<file path="src/rtl/regfile_sb_pkg.sv">
// Shared constants for the scoreboarded integer register file.
package regfile_sb_pkg;

    localparam int unsigned XLEN_DEFAULT  = 32;
    localparam int unsigned NREGS_DEFAULT = 32;
    // Architectural zero register index: no storage, no pending bit.
    localparam int unsigned REG_ZERO      = 0;

endpackage

</file>
<file path="src/rtl/regfile_sb_scoreboard.sv">
// Pending-write scoreboard: one bit per architectural register, set at issue,
// cleared at writeback or flush, looked up combinationally for both read ports.
module regfile_sb_scoreboard
    import regfile_sb_pkg::*;
#(
    parameter int unsigned NREGS  = NREGS_DEFAULT,
    parameter bit          BYPASS = 1'b1,
    localparam int unsigned AW    = $clog2(NREGS)
) (
    input  logic          clock,
    input  logic          reset_n,
    input  logic          flush,
    input  logic          issue_en,
    input  logic [AW-1:0] issue_rd,
    input  logic          w_en,
    input  logic [AW-1:0] rd_addr,
    input  logic [AW-1:0] rs1_addr,
    input  logic [AW-1:0] rs2_addr,
    output logic          rs1_busy,
    output logic          rs2_busy
);

    logic [NREGS-1:0] pending_q;
    logic [NREGS-1:0] pending_d;

    // Next-state: flush beats issue, issue beats writeback (younger producer wins).
    always_comb begin
        pending_d = pending_q;
        if (!flush) begin
            for (int unsigned i = 1; i < NREGS; i++) begin
                if (issue_en && issue_rd == AW'(i)) begin
                    pending_d[i] = 1'b1;
                end else if (w_en && rd_addr == AW'(i)) begin
                    pending_d[i] = 1'b0;
                end
            end
        end else begin
            pending_d = '0;
        end
        pending_d[REG_ZERO] = 1'b0;
    end

    // Pending vector, cleared asynchronously so a reset discards in-flight issues.
    always_ff @(posedge clock or negedge reset_n) begin
        if (!reset_n) begin
            pending_q <= '0;
        end else begin
            pending_q <= pending_d;
        end
    end

    // Busy lookup; a same-cycle writeback to the register hides its pending bit.
    always_comb begin
        rs1_busy = 1'b0;
        rs2_busy = 1'b0;
        if (rs1_addr != AW'(REG_ZERO)) begin
            if (BYPASS && w_en && rd_addr == rs1_addr) begin
                rs1_busy = 1'b0;
            end else begin
                rs1_busy = pending_q[rs1_addr];
            end
        end
        if (rs2_addr != AW'(REG_ZERO)) begin
            if (BYPASS && w_en && rd_addr == rs2_addr) begin
                rs2_busy = 1'b0;
            end else begin
                rs2_busy = pending_q[rs2_addr];
            end
        end
    end

endmodule

</file>
<file path="src/rtl/regfile_sb.sv">
// Integer register file with x0 hardwired to zero, two combinational read ports,
// one write port, optional write-to-read bypass and a RAW-hazard scoreboard.
module regfile_sb
    import regfile_sb_pkg::*;
#(
    parameter int unsigned XLEN   = XLEN_DEFAULT,
    parameter int unsigned NREGS  = NREGS_DEFAULT,
    parameter bit          BYPASS = 1'b1,
    localparam int unsigned AW    = $clog2(NREGS)
) (
    input  logic            clock,
    input  logic            reset_n,
    input  logic [AW-1:0]   rs1_addr,
    input  logic [AW-1:0]   rs2_addr,
    output logic [XLEN-1:0] rs1_data,
    output logic [XLEN-1:0] rs2_data,
    input  logic [AW-1:0]   rd_addr,
    input  logic [XLEN-1:0] w_data,
    input  logic            w_en,
    input  logic            issue_en,
    input  logic [AW-1:0]   issue_rd,
    input  logic            flush,
    output logic            rs1_busy,
    output logic            rs2_busy
);

    logic [XLEN-1:0] regs_q [NREGS];
    logic            wr_valid;
    logic            fwd_ok;

    assign wr_valid = w_en && (rd_addr != AW'(REG_ZERO));
    // Forwarding is suppressed during reset so every output reads 0 then.
    assign fwd_ok   = BYPASS && reset_n && w_en;

    // Register storage; entry 0 is never written and stays at its reset value of 0.
    always_ff @(posedge clock or negedge reset_n) begin
        if (!reset_n) begin
            for (int unsigned i = 0; i < NREGS; i++) begin
                regs_q[i] <= '0;
            end
        end else if (wr_valid) begin
            regs_q[rd_addr] <= w_data;
        end
    end

    // Read mux: x0 first, then same-cycle forwarding, then stored value.
    always_comb begin
        rs1_data = '0;
        rs2_data = '0;
        if (rs1_addr != AW'(REG_ZERO)) begin
            if (fwd_ok && rd_addr == rs1_addr) begin
                rs1_data = w_data;
            end else begin
                rs1_data = regs_q[rs1_addr];
            end
        end
        if (rs2_addr != AW'(REG_ZERO)) begin
            if (fwd_ok && rd_addr == rs2_addr) begin
                rs2_data = w_data;
            end else begin
                rs2_data = regs_q[rs2_addr];
            end
        end
    end

    regfile_sb_scoreboard #(
        .NREGS  (NREGS),
        .BYPASS (BYPASS)
    ) u_scoreboard (
        .clock    (clock),
        .reset_n  (reset_n),
        .flush    (flush),
        .issue_en (issue_en),
        .issue_rd (issue_rd),
        .w_en     (w_en),
        .rd_addr  (rd_addr),
        .rs1_addr (rs1_addr),
        .rs2_addr (rs2_addr),
        .rs1_busy (rs1_busy),
        .rs2_busy (rs2_busy)
    );

endmodule

</file>
<file path="config.mk">
export PLATFORM = sky130hd
export DESIGN_NAME = regfile_sb
export DESIGN_NICKNAME = d
export VERILOG_FILES = /design/src/rtl/regfile_sb_pkg.sv /design/src/rtl/regfile_sb_scoreboard.sv /design/src/rtl/regfile_sb.sv
export SDC_FILE = /design/constraint.sdc
export NUM_CORES = 2
export LEC_CHECK = 0
export BUFFER_PORTS_ARGS = -buffer_cell sky130_fd_sc_hd__buf_4
export CELL_PAD_IN_SITES_DETAIL_PLACEMENT = 0
export CELL_PAD_IN_SITES_GLOBAL_PLACEMENT = 1
export CORE_ASPECT_RATIO = 1.4
export CORE_MARGIN = 3
export CORE_UTILIZATION = 35
export CTS_BUF_LIST = sky130_fd_sc_hd__clkbuf_8
export CTS_CLUSTER_SIZE = 8
export DETAILED_ROUTE_END_ITERATION = 12
export PLACE_DENSITY_LB_ADDON = 0.1
export SLEW_MARGIN = 20
export SYNTH_ARGS = -nofsm -noshare
export SYNTH_HDL_FRONTEND = slang
export SYNTH_SLANG_ARGS = --single-unit
</file>
<file path="constraint.sdc">
create_clock -name clock -period 3.75 [get_ports clock]
set_input_delay 0.1875 -clock clock [delete_from_list [all_inputs] [get_ports clock]]
set_output_delay 0.1875 -clock clock [all_outputs]
set_load 0.05 [all_outputs]
</file>
After elaboration in Yosys (flattened, before gate mapping) --
Cells that the tools add are included.
Word-level totals: register bits after elaboration 1055, output and inout bits 66, word-level logic and storage cells 323
Operators by class: multiplexer cells 84, eq/ne operators 64, magnitude comparators 6, reduce and logical (&&, ||, !) cells 103, bitwise gates (word level) 3
Operators by type and width (number):
- 1024-bit bitwise mux | 1
- 32-bit binary-select mux with 5-bit select | 2
- 32-bit two-way mux | 9
- 32-bit demux with 5-bit select | 1
- 5-bit equality test, second input constant | 32
- 3-bit nonzero test | 31
- 5-bit by 4-bit equality test with 1-bit output, second input constant | 16
- 1-bit logical AND | 69
- 1-bit two-way mux | 68
- 5-bit by 3-bit equality test with 1-bit output, second input constant | 8
- 31-bit two-way mux | 1
- 5-bit by 2-bit equality test with 1-bit output, second input constant | 4
- 6-bit greater-or-equal comparator, second input constant | 3
- 5-bit inverter with 6-bit output | 3
- 5-bit nonzero test | 3
- 5-bit by 6-bit less-than comparator with 1-bit output, second input constant | 2
- 1-bit binary-select mux with 5-bit select | 2
- 5-bit by 1-bit equality test with 1-bit output, second input constant | 2
- 5-bit equality test | 2
- 6-bit by 1-bit less-than comparator with 1-bit output, second input constant | 1

Logic depth before layout (Yosys ltp) --
depth after elaboration 6, gate-level depth with buffers 10

Hierarchy --
Synthesis repeated with hierarchy kept, for this count alone.
Second synthesis, totals: cell total of the unflattened synthesis 4149, area total of the unflattened synthesis 57492.6 µm²
Modules (own cells, without submodules):
- regfile_sb | sequential area each 25624.6 µm², times used 1, cells each 3907, area each 55313.0 µm²
- regfile_sb_scoreboard | sequential area each 775.7 µm², times used 1, cells each 242, area each 2179.6 µm²

Worst setup path before layout --
Ideal clock, no wire load.
kind input-to-output, start input port rs1_addr[0], end output port rs1_data[19], slack 1.261 ns, required time 3.562 ns, cell stages on the path 8, arrival time 2.302 ns, path buffers 3, cells stage by stage buf_6 -> buf_12 -> buf_12 -> mux2i_1 -> a22o_1 -> or4_1 -> o21a_1 -> a21oi_1
Between the ends: cells in the longest elaborated chain, start to end 6, elaborated cells on any way between the ends 9, classes of those cells 1 x eq/ne; 5 x mux; 1 x bitwise; 2 x reduce/logical
Ends and longest elaborated chain:
- start: declaration | line regfile_sb.sv:13 | input logic [AW-1:0] rs1_addr,
- 5-bit inverter with 6-bit output (not written as such) | line regfile_sb.sv:54 | rs1_data = regs_q[rs1_addr];
- 32-bit binary-select mux with 5-bit select | line regfile_sb.sv:54
- 32-bit two-way mux (not written as such) (2 in a row) | line regfile_sb.sv:54
- 32-bit two-way mux | line regfile_sb.sv:51 | if (fwd_ok && rd_addr == rs1_addr) begin
- 32-bit two-way mux (*) | line regfile_sb.sv:50 | if (rs1_addr != AW'(REG_ZERO)) begin
- end: declaration | line regfile_sb.sv:15 | output logic [XLEN-1:0] rs1_data,
Mark *: on every way between the ends. The rest lies on a longest branch, timed or not. The select of a mux whose other input is x is not followed.

Final worst setup path --
start input port reset_n, end output port rs2_data[12]
Between the ends: cells in the longest elaborated chain, start to end 4
Ends and longest elaborated chain:
- start: declaration | line regfile_sb.sv:12 | input logic reset_n,
- 1-bit logical AND | line regfile_sb.sv:33 | assign fwd_ok = BYPASS && reset_n && w_en;
- 1-bit logical AND | line regfile_sb.sv:58 | if (fwd_ok && rd_addr == rs2_addr) begin
- 32-bit two-way mux | line regfile_sb.sv:58
- 32-bit two-way mux | line regfile_sb.sv:57 | if (rs2_addr != AW'(REG_ZERO)) begin
- end: declaration | line regfile_sb.sv:16 | output logic [XLEN-1:0] rs2_data,
No other way between the ends.

==> results.py <==
metrics = {
    "status": {
        "status": "finished clean",
    },
    "clocking": {
        "clockRootBuffer": "clkbuf_8",
        "post_cts_resize_count": 0,
        "cts_sinks": 1055,
        "ctsHtreeMaxLevel": 4,
        "cts_made_buffers": 183,
        "clk_path_buf_depth": 3,
        "cts_tree": "yes",
        "clk_latency_ns": 0.94,
        "clk_pin_slew_ns": 0.06,
        "cts_setup_buffers": 0,
        "hold_buffers": 56,
    },
    "synth": {
        "ys_seq_elements": 1055,
        "synth_ff_type": "dfrtp_1",
        "ys_seq_area_share_pct": 46.17,
        "syn_area_sq_um": 57180,
        "syn_inst": 3955,
        "synthArstFlopShare_pct": 100.0,
        "synth_cell_types": 63,
        "yosysWarningCount": 0,
        "syn_nets": 4012,
        "synth_edf_count": 0,
        "syn_avg_cell_area_sq_um": 14.46,
    },
    "final_layout": {
        "drive_above_1_share_pct": 50.58,
        "num-nets-final": 4115,
        "nFillCells": 15206,
        "regArea_sq_um": 26400,
        "final_area_sq_um": 65120,
        "fin_cells": 6318,
        "multiInputGateArea_sq_um": 28800,
        "areaGrowthSynthToFinish_pct": 13.90,
        "utilization_pct": 40.31,
    },
    "sta": {
        "tightest_slew_ns": 1.112,
        "max_clock_freq_mhz": 272.7,
        "skew_ns": 0,
        "slew_violations": 0,
        "hold_viol": 0,
        "fin_crit_ns": 3.667,
        "fin_crit_sh_pct": 97.79,
        "slew_headroom_pct": 25.84,
        "rsz0062_at_grt": "no",
        "setup_viol": 0,
        "tns_ns": 0,
    },
    "power_and_ir_drop": {
        "power.density_nw_per_um2": 512.8,
        "leakage_nw": 28.35,
        "ir_worst_vdd_mv": 0.3972,
    },
    "global_routing": {
        "grt_max_degree": 150,
        "grt_pass1_wl_um": 315800,
        "grtUsageTotal_pct": 26.32,
        "grt_pass1_vias": 39935,
        "antenna_found_initial": 8,
        "gr-total-overflow": 0,
    },
    "critical_path": {
        "r2r-start": "u_scoreboard.pending_q[31]$_DFFE_PN0P_",
        "cp-startpoint": "reset_n",
        "required_ns": 3.56,
        "cp.arrival_ns": 3.48,
        "cp_max_fo": 14,
        "worstSetupStartpointType": "input pin",
        "critical_path_class": "input pin to output pin",
        "crit_path_end_kind": "output pin",
    },
    "die": {
        "rows": 174,
        "die_w_um": 347.6,
        "design.core.area_sq_um": 161500,
        "start_util_pct": 35.40,
        "ios": 123,
        "die_h_um": 484.2,
        "die_area_sq_um": 168300,
    },
    "place": {
        "gp_congestion": 0.7987,
        "place_hpwl_um": 134900,
        "port_buffers": 122,
        "place_area_sq_um": 60860,
        "place_inst": 5929,
    },
    "route": {
        "dr.pass1.iters": 5,
        "drtIter0Drc": 2754,
        "via_per_inst": 6.033,
        "dr_total_vias": 38118,
        "wire_per_inst_um": 35.18,
        "drt-total-wl_um": 222300,
        "postRouteAntennaNets": 0,
        "drc": 0,
    },
    "worst_hold_path": {
        "min_from": "issue_rd[2]",
        "hold_class": "input pin to flip-flop",
    },
    "job": {
        "cap_viol_max_count": 0,
    },
}
-- power breakdown --
part / internal, mW / total (mW) / leakage, nW / switching, mW
clock: 5.61 / 10.8 / 2.15 / 5.19
sequential: 13.5 / 15.1 / 13.6 / 1.55
combinational: 4.14 / 7.55 / 12.6 / 3.41
-- per-layer routing --
layer  share of wire [%]  vias up  GRT usage, %
li1                    -    15487             -
met1                  44    21260         35.81
met2                  50     1087         43.97
met3                 4.5      284         4.374
met4                 2.3        0         6.412
met5                   0        -             0
-- stage by stage --
stage	hold WS (ns)	total power, mW	setup WS (ns)
after floorplan	-0.1081	20.20	1.261
after global placement	0.1290	22.61	0.4875
after detailed placement	0.1272	22.75	0.5005
after CTS	0.03143	33.74	0.1315
after global routing	0.08045	34.96	0.08925
final	0.1377	33.39	0.08286
-- cell families (layout without fill, tap and decap cells) --
logic type	count (synthesis)	count (layout)	synth area share, %
compound gates	462	462	5.458
xor+xnor	10	10	0.1532
buf+inv	456	700	3.970
flops	1055	1055	46.17
mux	1648	1648	41.41
other cells	0	7	0
simple gates	324	324	2.840
-- Yosys cell counts (all sizes together) (4+ instances only) --
| master | instances | share of area [%] |
|---|---|---|
| a211o | 15 | 0.23 |
| inv | 4 | 0.026 |
| nor2 | 77 | 0.51 |
| o21ai | 78 | 0.68 |
| a21oi | 83 | 0.73 |
| mux2i | 149 | 2.6 |
| and3b | 5 | 0.077 |
| mux4 | 463 | 18 |
| buf | 216 | 2.4 |
| nor2b | 27 | 0.30 |
| nor4 | 15 | 0.16 |
| o31a | 6 | 0.092 |
| a31oi | 11 | 0.12 |
| nor3b | 5 | 0.083 |
| o22a | 8 | 0.12 |
| o21a | 6 | 0.079 |
| a221oi | 17 | 0.26 |
| nand2b | 15 | 0.16 |
| a2111oi | 4 | 0.061 |
| a22oi | 101 | 1.3 |
| nand2 | 81 | 0.53 |
| xnor2 | 10 | 0.15 |
| or4 | 5 | 0.072 |
| nand3 | 31 | 0.27 |
| a22o | 19 | 0.29 |
| mux2 | 1036 | 21 |
| o221ai | 9 | 0.20 |
| a211oi | 15 | 0.20 |
| nor3 | 17 | 0.15 |
| o211ai | 20 | 0.26 |
| clkbuf | 235 | 1.5 |
| dfrtp | 1055 | 46 |
| o22ai | 61 | 0.67 |
| or2 | 6 | 0.066 |
| or3 | 8 | 0.088 |
| and3 | 20 | 0.22 |
-- layout by cell type (no fill, tap or decap), types with 63 or more instances in the layout --
cell,count
clkbuf_8,236
mux4_2,458
o21ai_0,78
a22oi_1,101
inv_1,71
nor2_1,63
dfrtp_1,1055
mux2_2,1015
mux2i_1,149
a21oi_1,83
buf_4,259
nand2_1,70
-- worst max-delay path, stage by stage --
cell and delay, ns:
dlygate4sd3_1 0.51, dlygate4sd3_1 0.57, buf_8 0.17, nand2_1 0.14, or3_2 0.79, buf_4 0.26, a21oi_1 0.49, buf_4 0.31
-- final cells by class --
class	instances	share of cell area [%]
clock buffers	235	4.967
well taps	2112	4.058
repair buffers	369	5.485
flip-flops and latches	1055	40.54
multi-input cells	2444	44.23
inverters	5	0.02882
diodes	7	0.02690
clock inverters	91	0.6648
-- path summary, 6_finish.rpt --
| kind | end | slack (ns) | cells after the start |
|---|---|---|---|
| worst max-delay path | rs2_data[12] | 0.08 | 8 |
| worst min-delay path | u_scoreboard.pending_q[29]$_DFFE_PN0P_ | 0.14 | 4 |
| worst max register to register | u_scoreboard.pending_q[31]$_DFFE_PN0P_ | 2.48 | 3 |
| worst min register to register | regs_q[1023]$_DFFE_PN0P_ | 0.39 | 0 |
| max in group asynchronous | regs_q[645]$_DFFE_PN0P_ | 1.60 | 5 |
| min in group asynchronous | regs_q[64]$_DFFE_PN0P_ | 0.40 | 4 |
-- sequential cells by signal, indices dropped and copies added, names as in the netlist --
| name | flops |
|---|---|
| u_scoreboard.pending_q | 31 |
| regs_q | 1024 |
Power figures use the tool's default switching activity.
